===== src/rtl/prng_sched_xoshiro128pp_pkg.sv =====
// ============================================================================
// Module   : prng_sched_xoshiro128pp_pkg
// Purpose  : Shared definitions for the xoshiro128++ scheduler. Contains the
//            FSM state encoding, the jump polynomial, the word width and the
//            xoshiro128++ step/output helper functions used by the
//            embedded core.
// Ports    : none (package)
// Revision : 1.0 - initial release
// ============================================================================
`default_nettype none

package prng_sched_xoshiro128pp_pkg;

    localparam int c_XOSHIRO_W = 32;

    // Jump polynomial as {word3, word2, word1, word0}. Bit k of this vector is
    // consumed in jump cycle k, so word0 bit0 is used first.
    localparam logic [127:0] c_JUMP_POLY = {32'h77f2db5b, 32'h6fa035c3,
                                            32'hf542d2d3, 32'h8764000b};

    localparam logic [2:0] c_ST_LOAD  = 3'd0;
    localparam logic [2:0] c_ST_PRIME = 3'd1;
    localparam logic [2:0] c_ST_RUN   = 3'd2;
    localparam logic [2:0] c_ST_JUMP  = 3'd3;
    localparam logic [2:0] c_ST_JLOAD = 3'd4;

    typedef enum logic [2:0] {
        ST_LOAD  = c_ST_LOAD,
        ST_PRIME = c_ST_PRIME,
        ST_RUN   = c_ST_RUN,
        ST_JUMP  = c_ST_JUMP,
        ST_JLOAD = c_ST_JLOAD
    } state_t;

    function automatic logic [31:0] rotl32(input logic [31:0] x, input int unsigned k);
        return (x << k) | (x >> (32 - k));
    endfunction

    // Output word for state {s3,s2,s1,s0}.
    function automatic logic [31:0] xo_result(input logic [127:0] s);
        return rotl32(s[31:0] + s[127:96], 7) + s[31:0];
    endfunction

    // One generator step for state {s3,s2,s1,s0}.
    function automatic logic [127:0] xo_next(input logic [127:0] s);
        logic [31:0] s0, s1, s2, s3, t;
        s0 = s[31:0];
        s1 = s[63:32];
        s2 = s[95:64];
        s3 = s[127:96];
        t  = s1 << 9;
        s2 = s2 ^ s0;
        s3 = s3 ^ s1;
        s1 = s1 ^ s2;
        s0 = s0 ^ s3;
        s2 = s2 ^ t;
        s3 = rotl32(s3, 11);
        return {s3, s2, s1, s0};
    endfunction

endpackage

`default_nettype wire


===== src/rtl/prng_sched_xoshiro128pp_rr_arbiter.sv =====
// ============================================================================
// Module   : prng_sched_xoshiro128pp_rr_arbiter
// Purpose  : Combinational round-robin arbiter. Grants the first valid
//            requester at or after the pointer, wrapping N_REQ-1 -> 0.
// Ports    : i_valid  [N_REQ]  request vector
//            i_ptr    [PW]     search start position (0..N_REQ-1)
//            o_grant  [N_REQ]  one-hot grant (zero when nothing is valid)
//            o_idx    [PW]     index of the granted requester
//            o_any             at least one requester is valid
// Revision : 1.0 - initial release
// ============================================================================
`default_nettype none

module prng_sched_xoshiro128pp_rr_arbiter #(
    parameter int N_REQ = 4,
    parameter int PW    = $clog2(N_REQ)
) (
    input  logic [N_REQ-1:0] i_valid,
    input  logic [PW-1:0]    i_ptr,
    output logic [N_REQ-1:0] o_grant,
    output logic [PW-1:0]    o_idx,
    output logic             o_any
);

    logic [PW-1:0] w_pos;

    always_comb begin
        o_grant = '0;
        o_idx   = '0;
        o_any   = 1'b0;
        w_pos   = '0;
        for (int i = 0; i < N_REQ; i++) begin
            // Candidate position ptr+i folded back into 0..N_REQ-1.
            if (int'(i_ptr) + i >= N_REQ) begin
                w_pos = PW'(int'(i_ptr) + i - N_REQ);
            end else begin
                w_pos = PW'(int'(i_ptr) + i);
            end
            if (!o_any && i_valid[w_pos]) begin
                o_any          = 1'b1;
                o_grant[w_pos] = 1'b1;
                o_idx          = w_pos;
            end
        end
    end

endmodule

`default_nettype wire


===== src/rtl/prng_sched_xoshiro128pp.sv =====
// ============================================================================
// Module   : prng_sched_xoshiro128pp
// Purpose  : Controller and round-robin arbiter around one xoshiro128++
//            core. Seeds the core (default seed after reset, external
//            reseed, optional jump()) and shares its 32-bit output stream
//            among N_REQ requesters with valid/ready handshakes.
// Config   : define PRNG_SCHED_JUMP_EN to build the jump() sequencer
//            (JUMP/JLOAD states, accumulator, counter). Without it
//            i_jumpReq is ignored.
// Ports    : i_clk, i_rst      clock, synchronous active-high reset
//            i_seedValid       1-cycle pulse: load i_seed {s3,s2,s1,s0}
//            i_seed   [128]    external seed
//            i_jumpReq         1-cycle pulse: perform jump()
//            o_busy            not in RUN, no grants issued
//            i_reqValid [N]    per-requester request
//            o_reqReady [N]    one-hot grant, transfer = valid & ready
//            o_result   [32]   shared random word
// Revision : 1.0 - initial release
// ============================================================================
`default_nettype none

module prng_sched_xoshiro128pp
    import prng_sched_xoshiro128pp_pkg::*;
#(
    parameter int           N_REQ = 4,
    parameter logic [127:0] SEED  = {32'd4, 32'd3, 32'd2, 32'd1}
) (
    input  logic                   i_clk,
    input  logic                   i_rst,
    input  logic                   i_seedValid,
    input  logic [127:0]           i_seed,
    input  logic                   i_jumpReq,
    output logic                   o_busy,
    input  logic [N_REQ-1:0]       i_reqValid,
    output logic [N_REQ-1:0]       o_reqReady,
    output logic [c_XOSHIRO_W-1:0] o_result
);

    localparam int c_PW = $clog2(N_REQ);

    // Controller state
    state_t          r_state_q, w_state_d;
    logic [c_PW-1:0] r_ptr_q,   w_ptr_d;
    logic [127:0]    r_seed_q,  w_seed_d;
    logic            r_busy_q,  w_busy_d;

    // Core state
    logic [127:0]            r_core_s_q, w_core_s_d;
    logic [c_XOSHIRO_W-1:0]  r_result_q, w_result_d;

    // Core control driven by the controller
    logic            w_core_load;
    logic [127:0]    w_core_seed;
    logic            w_core_cg;
    logic            w_grant_en;

`ifdef PRNG_SCHED_JUMP_EN
    logic [6:0]      r_cnt_q,   w_cnt_d;
    logic [127:0]    r_acc_q,   w_acc_d;
    logic            r_jpend_q, w_jpend_d;
`else
    logic            w_unused_jump;
    assign w_unused_jump = i_jumpReq;
`endif

    // Arbiter
    logic [N_REQ-1:0] w_arb_grant;
    logic [c_PW-1:0]  w_arb_idx;
    logic             w_arb_any;

    prng_sched_xoshiro128pp_rr_arbiter #(
        .N_REQ (N_REQ),
        .PW    (c_PW)
    ) u_arb (
        .i_valid (i_reqValid),
        .i_ptr   (r_ptr_q),
        .o_grant (w_arb_grant),
        .o_idx   (w_arb_idx),
        .o_any   (w_arb_any)
    );

    // ------------------------------------------------------------------
    // Controller next-state logic
    // ------------------------------------------------------------------
    always_comb begin
        w_state_d   = r_state_q;
        w_ptr_d     = r_ptr_q;
        w_seed_d    = r_seed_q;
        w_core_load = 1'b0;
        w_core_seed = r_seed_q;
        w_core_cg   = 1'b0;
        w_grant_en  = 1'b0;
`ifdef PRNG_SCHED_JUMP_EN
        w_cnt_d     = r_cnt_q;
        w_acc_d     = r_acc_q;
        w_jpend_d   = r_jpend_q;
`endif

        if (i_seedValid) begin
            // Reseed wins over everything but reset and aborts any jump.
            w_seed_d  = i_seed;
            w_state_d = ST_LOAD;
`ifdef PRNG_SCHED_JUMP_EN
            w_cnt_d   = '0;
            w_acc_d   = '0;
            w_jpend_d = 1'b0;
`endif
        end else begin
            case (r_state_q)
                ST_LOAD: begin
                    // Load dominates cg inside the core.
                    w_core_load = 1'b1;
                    w_core_cg   = 1'b1;
                    w_state_d   = ST_PRIME;
`ifdef PRNG_SCHED_JUMP_EN
                    if (i_jumpReq) w_jpend_d = 1'b1;
`endif
                end
                ST_PRIME: begin
                    // Produces result(seed) so the first word is ready in RUN.
                    w_core_cg = 1'b1;
                    w_state_d = ST_RUN;
`ifdef PRNG_SCHED_JUMP_EN
                    if (i_jumpReq) w_jpend_d = 1'b1;
`endif
                end
                ST_RUN: begin
`ifdef PRNG_SCHED_JUMP_EN
                    if (i_jumpReq || r_jpend_q) begin
                        w_state_d = ST_JUMP;
                        w_jpend_d = 1'b0;
                        w_cnt_d   = '0;
                    end else
`endif
                    begin
                        w_grant_en = 1'b1;
                        // The grant is only issued to a valid requester, so
                        // any valid request is a transfer this cycle.
                        if (w_arb_any) begin
                            w_core_cg = 1'b1;
                            w_ptr_d   = (w_arb_idx == c_PW'(N_REQ - 1)) ? '0
                                                                         : w_arb_idx + c_PW'(1);
                        end
                    end
                end
`ifdef PRNG_SCHED_JUMP_EN
                ST_JUMP: begin
                    w_core_cg = 1'b1;
                    if (c_JUMP_POLY[r_cnt_q]) w_acc_d = r_acc_q ^ r_core_s_q;
                    w_cnt_d = r_cnt_q + 7'd1;
                    if (r_cnt_q == 7'd127) w_state_d = ST_JLOAD;
                end
                ST_JLOAD: begin
                    w_core_load = 1'b1;
                    w_core_seed = r_acc_q;
                    w_core_cg   = 1'b1;
                    w_acc_d     = '0;
                    w_state_d   = ST_PRIME;
                end
`endif
                default: begin
                    w_state_d = ST_LOAD;
                end
            endcase
        end

        w_busy_d = (w_state_d != ST_RUN);
    end

    // ------------------------------------------------------------------
    // xoshiro128++ core: seed load has priority over a generate step
    // ------------------------------------------------------------------
    always_comb begin
        w_core_s_d = r_core_s_q;
        w_result_d = r_result_q;
        if (w_core_load) begin
            w_core_s_d = w_core_seed;
        end else if (w_core_cg) begin
            w_result_d = xo_result(r_core_s_q);
            w_core_s_d = xo_next(r_core_s_q);
        end
    end

    always_ff @(posedge i_clk) begin
        if (i_rst) begin
            r_state_q  <= ST_LOAD;
            r_ptr_q    <= '0;
            r_seed_q   <= SEED;
            r_busy_q   <= 1'b1;
            r_core_s_q <= '0;
            r_result_q <= '0;
`ifdef PRNG_SCHED_JUMP_EN
            r_cnt_q    <= '0;
            r_acc_q    <= '0;
            r_jpend_q  <= 1'b0;
`endif
        end else begin
            r_state_q  <= w_state_d;
            r_ptr_q    <= w_ptr_d;
            r_seed_q   <= w_seed_d;
            r_busy_q   <= w_busy_d;
            r_core_s_q <= w_core_s_d;
            r_result_q <= w_result_d;
`ifdef PRNG_SCHED_JUMP_EN
            r_cnt_q    <= w_cnt_d;
            r_acc_q    <= w_acc_d;
            r_jpend_q  <= w_jpend_d;
`endif
        end
    end

    assign o_busy     = r_busy_q;
    assign o_result   = r_result_q;
    // Reset also blanks grants in the cycle it is asserted.
    assign o_reqReady = (w_grant_en && !i_rst) ? w_arb_grant : '0;

endmodule

`default_nettype wire


===== config.mk =====
export PLATFORM = sky130hd
export DESIGN_NAME = prng_sched_xoshiro128pp
export DESIGN_NICKNAME = d
export VERILOG_FILES = /design/src/rtl/prng_sched_xoshiro128pp_pkg.sv /design/src/rtl/prng_sched_xoshiro128pp_rr_arbiter.sv /design/src/rtl/prng_sched_xoshiro128pp.sv
export SDC_FILE = /design/constraint.sdc
export NUM_CORES = 1
export LEC_CHECK = 0
export CORE_MARGIN = 5
export CORE_UTILIZATION = 40
export CTS_CLUSTER_DIAMETER = 80
export CTS_CLUSTER_SIZE = 20
export DETAILED_ROUTE_END_ITERATION = 12
export GPL_TIMING_DRIVEN = 0
export PLACE_DENSITY_LB_ADDON = 0.3
export RECOVER_POWER = 25
export SLEW_MARGIN = 20
export SYNTH_ARGS = -nofsm -noshare
export SYNTH_HDL_FRONTEND = slang
export SYNTH_SLANG_ARGS = --single-unit

===== constraint.sdc =====
create_clock -name i_clk -period 5.2 [get_ports i_clk]
set_clock_uncertainty 0.2 [all_clocks]
set_input_delay 0.52 -clock i_clk [delete_from_list [all_inputs] [get_ports i_clk]]
set_output_delay 0.52 -clock i_clk [all_outputs]
set_load 0.03 [all_outputs]

# Yosys cells after proc, flatten, opt, wreduce, memory -nomap -nowiden

Cells that the tools add are included.

Flip-flop bits (word level): 294
Output and inout bits: 37

Add/subtract/negate cells: 10
Magnitude comparators: 12
Equal/unequal tests: 4
Multiplexer cells: 45
Bitwise operators: 12
Reduce and logical (&&, ||, !) cells: 17

Operator list:

| cell                                                                          | count |
|---|---|
| 128-bit 2-to-1 mux                                                            | 2 |
| 32-bit bitwise XOR                                                            | 5 |
| 32-bit adder                                                                  | 2 |
| 32-bit by 11-bit OR with 32-bit output                                        | 1 |
| 32-bit by 7-bit OR with 32-bit output                                         | 1 |
| 4-bit 2-to-1 mux                                                              | 5 |
| 1-bit 2-to-1 mux                                                              | 18 |
| 2-bit 2-to-1 mux                                                              | 9 |
| 2-bit by 3-bit less-than comparator with 1-bit output (second input constant) | 4 |
| 4-bit OR                                                                      | 3 |
| 3-bit >= comparator (second input constant)                                   | 3 |
| 3-bit case mux with 3 select lines                                            | 1 |
| 1-bit binary-select mux with 2-bit select                                     | 4 |
| 1-bit demux with 2-bit select                                                 | 4 |
| 2-bit by 1-bit >= comparator with 1-bit output (second input constant)        | 4 |
| 1-bit logical AND                                                             | 8 |
| 2-bit by 1-bit subtractor with 2-bit output (second input constant)           | 4 |
| 2-bit by 2-bit adder with 3-bit output (second input constant)                | 2 |
| 1-bit zero test                                                               | 4 |
| 2-bit by 1-bit adder with 3-bit output (second input constant)                | 1 |
| 3-bit by 1-bit equality test with 1-bit output (second input constant)        | 1 |
| 3-bit by 2-bit equality test with 1-bit output (second input constant)        | 1 |
| 2-bit by 3-bit >= comparator with 1-bit output (second input constant)        | 1 |
| 3-bit zero test                                                               | 1 |
| other kinds (10)                                                              | 11 |

# Logic depth before layout (Yosys ltp)

Gate-level depths: netlist (run 1).

Word-level depth: 19
Gate-level depth with buffers: 22
Depth with buffers taken out: 22

# Hierarchy

A second synthesis (run 1) with hierarchy kept.

Cell total of the unflattened synthesis: 2022
Area total of the unflattened synthesis: 16351.9 um^2

Modules (own cells, without submodules):

| module                             | times used | cells each | area an instance (um^2) | sequential area each (um^2) |
|---|---|---|---|---|
| prng_sched_xoshiro128pp            | 1          | 1977       | 15930.3                 | 5885.6 |
| prng_sched_xoshiro128pp_rr_arbiter | 1          | 45         | 421.7                   | 0.0 |

# Worst setup path after synthesis (run 1)

OpenSTA, ideal clock, no wires.

Kind: register to register
Start: reg r_core_s_q[0]
End: reg r_result_q[20] (netlist: o_result[20])
Arrival: 4932 ps
Path slack: -38 ps
Stages on the path, launching flop included: 22
Period minus slack after synthesis: 5238 ps
Path through: dfxtp_1 ha_1 inv_1 fa_1 nand2b_1 a21oi_2 o22ai_2 o31a_1 o311a_1 or3_1 and2_4 xnor2_1 fa_1 a21o_1 a21oi_1 nor3_1 o31a_1 o21ai_2 a21oi_1 o21ai_0 a21oi_1 o311ai_0

Longest elaborated chain between the ends: 3

RTL lines:

| item                                  | RTL line                          | source |
|---|---|---|
| start: declaration                    | prng_sched_xoshiro128pp.sv:48     | `logic [127:0] r_core_s_q, w_core_s_d;` |
| start signal: assignment              | prng_sched_xoshiro128pp.sv:202    | `r_core_s_q <= w_core_s_d;` |
| 32-bit adder                          | prng_sched_xoshiro128pp_pkg.sv:41 | `return rotl32(s[31:0] + s[127:96], 7) + s[31:0];` |
| 32-bit by 7-bit OR with 32-bit output | prng_sched_xoshiro128pp_pkg.sv:36 | `return (x << k) \| (x >> (32 - k));` |
| 32-bit adder *                        | prng_sched_xoshiro128pp_pkg.sv:41 |  |
| end signal: assignment                | prng_sched_xoshiro128pp.sv:203    | `r_result_q <= w_result_d;` |
| end: declaration                      | prng_sched_xoshiro128pp.sv:49     | `logic [c_XOSHIRO_W-1:0] r_result_q, w_result_d;` |

Every way passes the cells marked *; elsewhere a longest branch is shown, timed or not.
A chain may end at the register's enable or synchronous reset.

# Worst setup path after layout (run 1)

Start: reg r_core_s_q[96]
End: reg r_result_q[30] (netlist: o_result[30])

Longest elaborated chain between the ends: 3

RTL lines:

| item                                  | RTL line |
|---|---|
| 32-bit adder                          | prng_sched_xoshiro128pp_pkg.sv:41 |
| 32-bit by 7-bit OR with 32-bit output | prng_sched_xoshiro128pp_pkg.sv:36 |
| 32-bit adder                          | prng_sched_xoshiro128pp_pkg.sv:41 |

No other way between the ends.

==> qor.txt, run 1 <==
Outcome: finished, final reports clean
Initial drt markers: 1537
Synthesized area: 15700 sq um
GR Overflow Total: 0
RSZ-0062 raised after global routing: true
Largest family of logic cells by synthesized area: compound AO/OA/AOI/OAI gates
Hold path startpoint: o_result[22]
Post-synth ARST share: 0
Worst hold margin: 0.249 ns
Die height: 208 um
Clk slew on worst S/H paths: 0.09 ns
Top cells by count, synth: 294 x dfxtp_1, 272 x nor2_1, 165 x nand2_1
Full die area: 43400 sq um
Final ANT Viol Nets: 0
Proportion of synthesized area in mux cells: 0.0848
Placed Cells: 2544
Syn Area/Cell: 8.48 sq um
Final setup viols: 0
Yosys top cell area share: 0.374
Compound-Gate Fraction of Synth Area: 0.201
Syn_nets: 2064
Delay-heaviest family, CP: compound AO/OA/AOI/OAI gates
WS Path Type: flip-flop to flip-flop
Final Cycle Share: 0.986
Adder-cell area share of the yosys netlist: 0.0574
Via density: 5.74
Root Buffer: clkbuf_16
Post-Synth XOR/XNOR Area: 0.0773
CTS Hold Bufs: 0
CTS Sinks: 294
Crit Path Max Fanout: 5
Min Tclk post-route: 5.13 ns
Setup ws final: 0.0712 ns
Num CTS Buffers: 21
Worst r2r path cells: 22
Initial antenna violation count: 1
Initial core utilization: 0.405
Post-Place Cell Area: 18100 sq um
Fin util: 0.495
Reg2Reg Setup Slack: 0.07 ns
Fin. Hold Viols: 0
First-pass GRT wire length: 85.4 mm
Maximum VDD drop: 0.225 mV
Area of the core: 38800 sq um
Number of max-cap violations: 0
Number of synthesized register bits: 294
CTS tree: built
Pin count of the biggest net entering global routing: 21
First drt pass iteration count: 8
PD cells: 249 nW/um^2
Worst EP arrival: 5.35 ns
Post-Place Setup Slack: -1.24 ns
Vias in the first global route: 14376
Share of layout cells above drive strength 1: 0.0646
Worst Setup Start Kind: flip-flop
Post-synth EDFFs: 0
Crit-path max cell delay: 0.41 ns
Fin. max-slew vios: 0
CP startpoint: r_core_s_q[96]
Antenna cells: 0
IO Pins: 173
Clock tree buffer depth: 3
P&R area growth vs syn: 22.0%
Finished Cell Area: 19200 sq um
Synth area leader: dfxtp_1
# rows: 72
Die Span X: 208 um
Seq/Total Area, Yosys: 0.374
Cell with the most instances after synthesis: dfxtp_1
Synth Instances: 1857
Rel. slew slack: 0.266
Number of port buffers: 168
Non-filler cells, final: 2593
Netlist cell types: 69
Placer congestion estimate: 0.947
DRC: 0
Worst setup EP type: flip-flop
Worst slew pin tran: 1.09 ns
Worst-skew pair later-pin latency: 0.53 ns
HPWL Detailed: 44.4 mm
FF-to-FF End: o_result[30]
Filler instances: 3790
Synth top area cells: dfxtp_1 37%, mux2i_1 8.3%, nor2_1 6.5%
Synth Area in Simple Gates: 0.171
Critical path cell sequence: ha_4 > inv_2 > fa_2 > nand2b_4 > a21oi_4 > o22ai_4 > o31a_1 > o311a_1 > or3_4 > and2_4 > xnor2_4 > fa_2 > a21o_1 > a21oi_4 > nor3_2 > o31a_1 > o21ai_4 > a211oi_4 > buf_4 > o2111ai_2 > a31o_2 > o21ai_0
All-Layer GR Usage: 0.248
Main flop type after synthesis: dfxtp_1
YS warnings: 0
Slowest cell on the critical path: fa_2
H-tree level count: 1
Drt total wl: 56.8 mm
CP required: 5.42 ns
Worst r2r src: r_core_s_q[96]
Power Total: 4.79 mW
Layout Nets: 2275
Lkg Pwr: 7.96 nW
Worst Hold Class: flip-flop to flip-flop
Wire per inst: 21.9 um
Hold Crit Depth: 2
Fmax: 195 MHz
Vias: 14896
Worst Path Buf+Inv: 2
Hold Path End: o_result[22]
Post-route setup TNS: 0 ns
-- power by group --
group / switching, mW / internal (mW)
Combinational: 0.403 / 0.308
Sequential: 0.105 / 2.34
Clock: 0.870 / 0.758
-- worst max-delay path by stage --
stage / end / slack, ns / cells after the start
after floorplan: o_result[20] / 0.04 / 21
after global placement: o_result[31] / -1.24 / 20
after detailed placement: o_result[31] / -1.24 / 20
after CTS: o_result[24] / 0.0002 / 19
after global routing: o_result[30] / -0.05 / 22
final: o_result[30] / 0.07 / 22
-- worst reg2reg max path: stages, from the launching register on --
cell       delay [ns]
dfxtp_4          0.39
ha_4             0.15
inv_2            0.04
fa_2             0.35
nand2b_4         0.17
a21oi_4          0.16
o22ai_4          0.10
o31a_1           0.30
o311a_1          0.39
or3_4            0.36
and2_4           0.18
xnor2_4          0.16
fa_2             0.41
a21o_1           0.19
a21oi_4          0.16
nor3_2           0.06
o31a_1           0.28
o21ai_4          0.24
a211oi_4         0.12
buf_4            0.18
o2111ai_2        0.19
a31o_2           0.18
o21ai_0          0.06
-- routing by layer --
metal	vias up	wire length [um]	GRT usage
li1	7102	-	-
met1	7110	24400	0.331
met2	575	26300	0.415
met3	107	4000	0.0362
met4	2	1990	0.0781
met5	-	13	0
-- registers in the layout (all words and copies together), names as in the netlist, named ones only --
| name | flops |
|---|---|
| r_seed_q | 128 |
| r_state_q | 3 |
| o_result | 32 |
| r_ptr_q | 1 |
| o_busy | 1 |
| r_core_s_q | 128 |
-- kinds of logic (layout without fill, tap and decap cells) --
family,after synthesis,count (layout)
AOI/OAI and AO/OA,474,474
buffers and inverters,141,359
muxes,132,132
adders and majority gates,71,71
and+or+nand+nor,605,605
DFF,294,294
other,1,1
xor gates and xnor gates,139,139
-- layout by cell type (no fill, tap or decap), types with 5 or more instances in the layout --
cell type / n
dfxtp_1: 278
nor2_1: 272
nand2_1: 165
clkdlybuf4s50_1: 134
mux2i_1: 130
a21oi_1: 125
o21ai_0: 96
clkbuf_1: 90
xor2_1: 70
a221oi_1: 70
xnor2_1: 65
ha_1: 63
nor3b_1: 45
o211ai_1: 44
nor3_1: 43
dlygate4sd3_1: 34
a21o_1: 27
inv_1: 22
a222oi_1: 22
clkbuf_16: 21
nand3_1: 20
buf_4: 19
buf_2: 13
buf_1: 13
dfxtp_2: 12
a211oi_1: 9
o21bai_1: 9
and3_1: 9
nand2b_1: 8
o21ai_1: 7
or3_1: 7
nand4_1: 6
a31oi_1: 6
nand3b_1: 5
-- layout make-up --
cell class / count / area, sq um / share of cell area
sequential: 294 / 5920 / 0.308
tap: 518 / 648 / 0.0337
multi-input combinational: 1422 / 9650 / 0.502
buffer: 116 / 454 / 0.0236
inverter: 24 / 90.1 / 0.00469
timing repair buffer: 189 / 1840 / 0.0958
clock inverter: 9 / 86.3 / 0.00449
clock buffer: 21 / 526 / 0.0274
-- what timing repair did --
item | in CTS | in global routing
setup buffers | 15 | 5
gates resized for setup | 53 | 33
endpoints found under the hold margin | 0 | 0
endpoints found under the setup margin | 31 | 25
pin swaps | 26 | 31
(Power assumes the default switching activity.)
==> run 2: changes to the inputs <==
CORE_UTILIZATION = 45   (was 40)
PLACE_DENSITY = 0.65   (was default)
PLACE_DENSITY_LB_ADDON = default   (was 0.3)
==> run 2 against run 1 <==
Against the previous run: combinational power barely moved; sequential power barely moved; largest power group unchanged; first-iteration DRC count fell by 8.3%.
==> qor.txt, run 2 (synthesis gave the netlist of run 1 again) <==
Most common cell after layout, fill and taps aside: dfxtp_1
DRC: 0
Via density: 5.92
Number of max-cap violations: 0
Vias in the first global route: 14311
Maximum VDD drop: 0.271 mV
Non-filler cells, final: 2536
Worst Hold Class: flip-flop to flip-flop
First-pass GRT wire length: 84.7 mm
Critical path cell sequence: ha_4 > inv_2 > fa_2 > nand2b_4 > a21oi_4 > o22ai_4 > o31a_1 > o311a_1 > or3_4 > and2_4 > xnor2_4 > fa_2 > a21o_1 > a21oi_2 > nor3_2 > o31a_1 > o21ai_4 > a211oi_4 > or3_1 > nand3_2 > a21oi_2
Pin count of the biggest net entering global routing: 21
FF-to-FF End: o_result[22]
Worst Setup Start Kind: flip-flop
H-tree level count: 1
Most frequent cells in the layout: 277 x dfxtp_1, 271 x nor2_1, 165 x nand2_1
GR Overflow Total: 0
HPWL Detailed: 43.9 mm
Crit Path Max Fanout: 5
Number of port buffers: 168
CP required: 5.39 ns
Fin. Hold Viols: 0
Post-Place Setup Slack: -1.23 ns
Wire per inst: 22.3 um
Worst r2r src: r_core_s_q[96]
CTS Sinks: 294
Worst Path Buf+Inv: 1
Clock tree buffer depth: 3
First drt pass iteration count: 6
Worst setup EP type: flip-flop
RSZ-0062 raised after global routing: true
Rel. slew slack: 0.235
CTS Hold Bufs: 0
Lkg Pwr: 7.98 nW
Slowest cell on the critical path: dfxtp_4
Worst r2r path cells: 21
Antenna cells: 0
Area of the core: 34500 sq um
All-Layer GR Usage: 0.279
P&R area growth vs syn: 22.0%
Initial drt markers: 1409
IO Pins: 173
Final setup viols: 0
Post-Place Cell Area: 18000 sq um
Worst-skew pair later-pin latency: 0.55 ns
Delay-heaviest family, CP: compound AO/OA/AOI/OAI gates
Die height: 197 um
PD cells: 251 nW/um^2
Full die area: 38800 sq um
CTS tree: built
Fin. max-slew vios: 0
Die Span X: 197 um
Initial core utilization: 0.456
Post-route setup TNS: 0 ns
Final Cycle Share: 0.997
Worst slew pin tran: 1.15 ns
Vias: 15024
Hold path startpoint: o_result[31]
Initial antenna violation count: 1
Hold Crit Depth: 2
Placer congestion estimate: 0.945
Share of layout cells above drive strength 1: 0.0730
Finished Cell Area: 19200 sq um
Fin util: 0.556
Num CTS Buffers: 21
Drt total wl: 56.7 mm
Root Buffer: clkbuf_16
Reg2Reg Setup Slack: 0.02 ns
Outcome: finished, final reports clean
Crit-path max cell delay: 0.40 ns
Worst EP arrival: 5.37 ns
Fmax: 193 MHz
Hold Path End: o_result[31]
Clk slew on worst S/H paths: 0.09 ns
Layout Nets: 2279
Setup ws final: 0.0163 ns
WS Path Type: flip-flop to flip-flop
# rows: 68
Final ANT Viol Nets: 0
Placed Cells: 2481
Min Tclk post-route: 5.18 ns
run 2: cell count changes in the layout (fill, tap and decap cells not counted), moves of 2 or more:
| cell | before | now |
|---|---|---|
| a211oi_2 | 1 | 3 |
| a211oi_4 | 3 | 1 |
| a21oi_2 | 3 | 7 |
| a21oi_4 | 4 | 1 |
| buf_4 | 19 | 25 |
| clkbuf_8 | 0 | 2 |
| clkinv_8 | 1 | 3 |
| ha_1 | 63 | 58 |
| ha_2 | 2 | 6 |
| inv_8 | 3 | 0 |
run 2: worst max-delay path by stage:
stage / from / cells past startpoint / end
after floorplan: r_core_s_q[0] / 21 / o_result[20]
after CTS: r_core_s_q[96] / 21 / o_result[28]
after global placement: r_core_s_q[1] / 20 / o_result[31]
final: r_core_s_q[96] / 21 / o_result[22]
after detailed placement: r_core_s_q[0] / 21 / o_result[31]
after global routing: r_core_s_q[96] / 21 / o_result[24]
run 2: through the flow:
step	hold slack (ns)	power (mW)
2_1_floorplan	0.242	2.86
3_3_place_gp	0.239	3.16
3_5_place_dp	0.243	3.17
4_1_cts	0.253	4.82
5_1_grt	0.266	4.98
6_report	0.248	4.82
run 2: power by group:
group,total (mW),switching [mW],internal (mW)
combinational,0.711,0.402,0.309
sequential,2.44,0.104,2.34
clock,1.67,0.877,0.788
run 2: what timing repair did:
action / 4_1_cts / 5_1_grt
setup endpoints to repair: 31 / 26
buffers inserted: 15 / 9
pin swaps: 25 / 35
gates resized for setup: 54 / 40
gates cloned: 0 / 0
run 2: final cells by class:
cell class	instances	area, sq um
Clock buffer	23	553
Sequential cell	294	5920
Clock inverter	9	93.8
Timing Repair Buffer	193	1870
Inverter	24	90.1
Tap cell	455	569
Multi-Input combinational cell	1422	9650
Buffer	116	455
Fill cell	3254	15300
run 2: worst reg2reg max path, cell delays in order (launching register included):
cell and delay, ns:
dfxtp_4 0.40, ha_4 0.16, inv_2 0.04, fa_2 0.36
nand2b_4 0.17, a21oi_4 0.17, o22ai_4 0.10, o31a_1 0.31
o311a_1 0.40, or3_4 0.35, and2_4 0.18, xnor2_4 0.18
fa_2 0.39, a21o_1 0.19, a21oi_2 0.17, nor3_2 0.05
o31a_1 0.36, o21ai_4 0.25, a211oi_4 0.12, or3_1 0.35
nand3_2 0.09, a21oi_2 0.05
run 2: per-layer routing:
metal  track usage  part of all wire
met5             0                 0
met4         0.114             0.044
met3        0.0314             0.061
met2         0.450              0.45
met1         0.382              0.44
==> run 3: changes to the inputs <==
GPL_ROUTABILITY_DRIVEN = 0   (was default)
RECOVER_POWER = default   (was 25)
==> run 3 against run 2 <==
Against the previous run: critical path depth up 1; hold slack better by 0.0044 ns; largest cell class unchanged; via count down 0.28%; non-clock buffer count is the same; fmax up 0.13%; clock-buffer cell count shrank 2; die area unchanged.
==> qor.txt, run 3 (synthesis gave the netlist of run 1 again) <==
CTS Sinks: 294
Fmax: 193 MHz
DRC: 0
First-pass GRT wire length: 82.4 mm
Final setup viols: 0
Wire per inst: 21.7 um
Vias: 14982
PD cells: 246 nW/um^2
Clk slew on worst S/H paths: 0.09 ns
Share of layout cells above drive strength 1: 0.0732
Most common cell after layout, fill and taps aside: dfxtp_1
CTS tree: built
Area of the core: 34500 sq um
Maximum VDD drop: 0.222 mV
GR Overflow Total: 0
Worst Setup Start Kind: flip-flop
Fin. Hold Viols: 0
Fin util: 0.555
Antenna cells: 0
Vias in the first global route: 14242
Outcome: finished, final reports clean
Die Span X: 197 um
First drt pass iteration count: 7
Post-Place Setup Slack: -1.11 ns
P&R area growth vs syn: 21.7%
Lkg Pwr: 7.83 nW
H-tree level count: 1
All-Layer GR Usage: 0.270
Worst EP arrival: 5.38 ns
Most frequent cells in the layout: 276 x dfxtp_1, 271 x nor2_1, 168 x clkdlybuf4s50_1
HPWL Detailed: 42.7 mm
Initial drt markers: 1657
IO Pins: 173
Worst-skew pair later-pin latency: 0.54 ns
Fin. max-slew vios: 0
Number of max-cap violations: 0
# rows: 68
Full die area: 38800 sq um
Power Total: 4.71 mW
Initial antenna violation count: 0
Num CTS Buffers: 20
WS Path Type: flip-flop to flip-flop
Die height: 197 um
Via density: 5.92
Crit Path Max Fanout: 5
Worst slew pin tran: 1.08 ns
Initial core utilization: 0.456
Final Cycle Share: 0.996
Min Tclk post-route: 5.18 ns
Clock tree buffer depth: 3
Number of port buffers: 168
Layout Nets: 2278
Setup ws final: 0.0231 ns
RSZ-0062 raised after global routing: true
Root Buffer: clkbuf_16
CTS Hold Bufs: 0
Final ANT Viol Nets: 0
Rel. slew slack: 0.281
Filler instances: 3259
Drt total wl: 55.0 mm
CP required: 5.40 ns
Pin count of the biggest net entering global routing: 21
Worst Hold Class: flip-flop to flip-flop
Worst setup EP type: flip-flop
run 3: final cells by class:
cell class,count,area [sq um],share of cell area
buffer,116,455,0.0238
clock buffer,21,504,0.0263
clock inverter,7,76.3,0.00398
inverter,24,90.1,0.00470
multi-input combinational,1422,9670,0.505
sequential,294,5920,0.309
tap,455,569,0.0297
timing repair buffer,193,1870,0.0978
run 3: critical path: stages, from the launching register on:
cell	delay, ns
dfxtp_4	0.41
ha_4	0.15
inv_2	0.03
fa_2	0.35
nand2b_4	0.17
a21oi_4	0.16
o22ai_4	0.09
o31a_1	0.30
o311a_1	0.38
or3_4	0.35
and2_4	0.18
xnor2_4	0.19
fa_2	0.43
a21o_1	0.18
a21oi_2	0.17
nor3_2	0.06
o31a_1	0.34
o21ai_4	0.25
a21oi_2	0.11
o21ai_2	0.19
buf_4	0.14
a211o_1	0.12
o311ai_1	0.09
run 3: worst paths after layout:
kind / startpoint / to / slack [ns] / depth (start not counted)
min reg2reg: o_result[11] / o_result[11] / 0.25 / 2
max: r_core_s_q[96] / o_result[20] / 0.02 / 22
min: o_result[11] / o_result[11] / 0.25 / 2
max reg2reg: r_core_s_q[96] / o_result[20] / 0.02 / 22
run 3: where the power goes:
group	total, mW	switching, mW	internal (mW)
logic	0.707	0.398	0.310
registers	2.45	0.105	2.34
clock network	1.56	0.838	0.720
run 3: timing repair:
action	in CTS	in global routing
endpoints found under the setup margin	31	26
buffers inserted	14	11
resized for setup	46	56
cloned	0	0
pin swaps	19	34
run 3: per-layer routing:
metal | share of wire | global-route usage | vias to the layer above
met3 | 0.086 | 0.0418 | 148
met4 | 0.051 | 0.115 | 0
met5 | 0 | 0 | -
li1 | - | - | 7099
met1 | 0.42 | 0.365 | 7003
met2 | 0.44 | 0.430 | 732
run 3: through the flow:
stage | area [sq um] | std cells | setup TNS (ns) | hold WS [ns]
3_3_place_gp | 18000 | 2480 | -16.86 | 0.241
6_report | 19200 | 2532 | 0 | 0.252
4_1_cts | 18900 | 2522 | 0 | 0.256
5_1_grt | 19200 | 2532 | -0.549 | 0.280
2_1_floorplan | 15700 | 1857 | 0 | 0.242
3_5_place_dp | 18000 | 2480 | -17.98 | 0.246
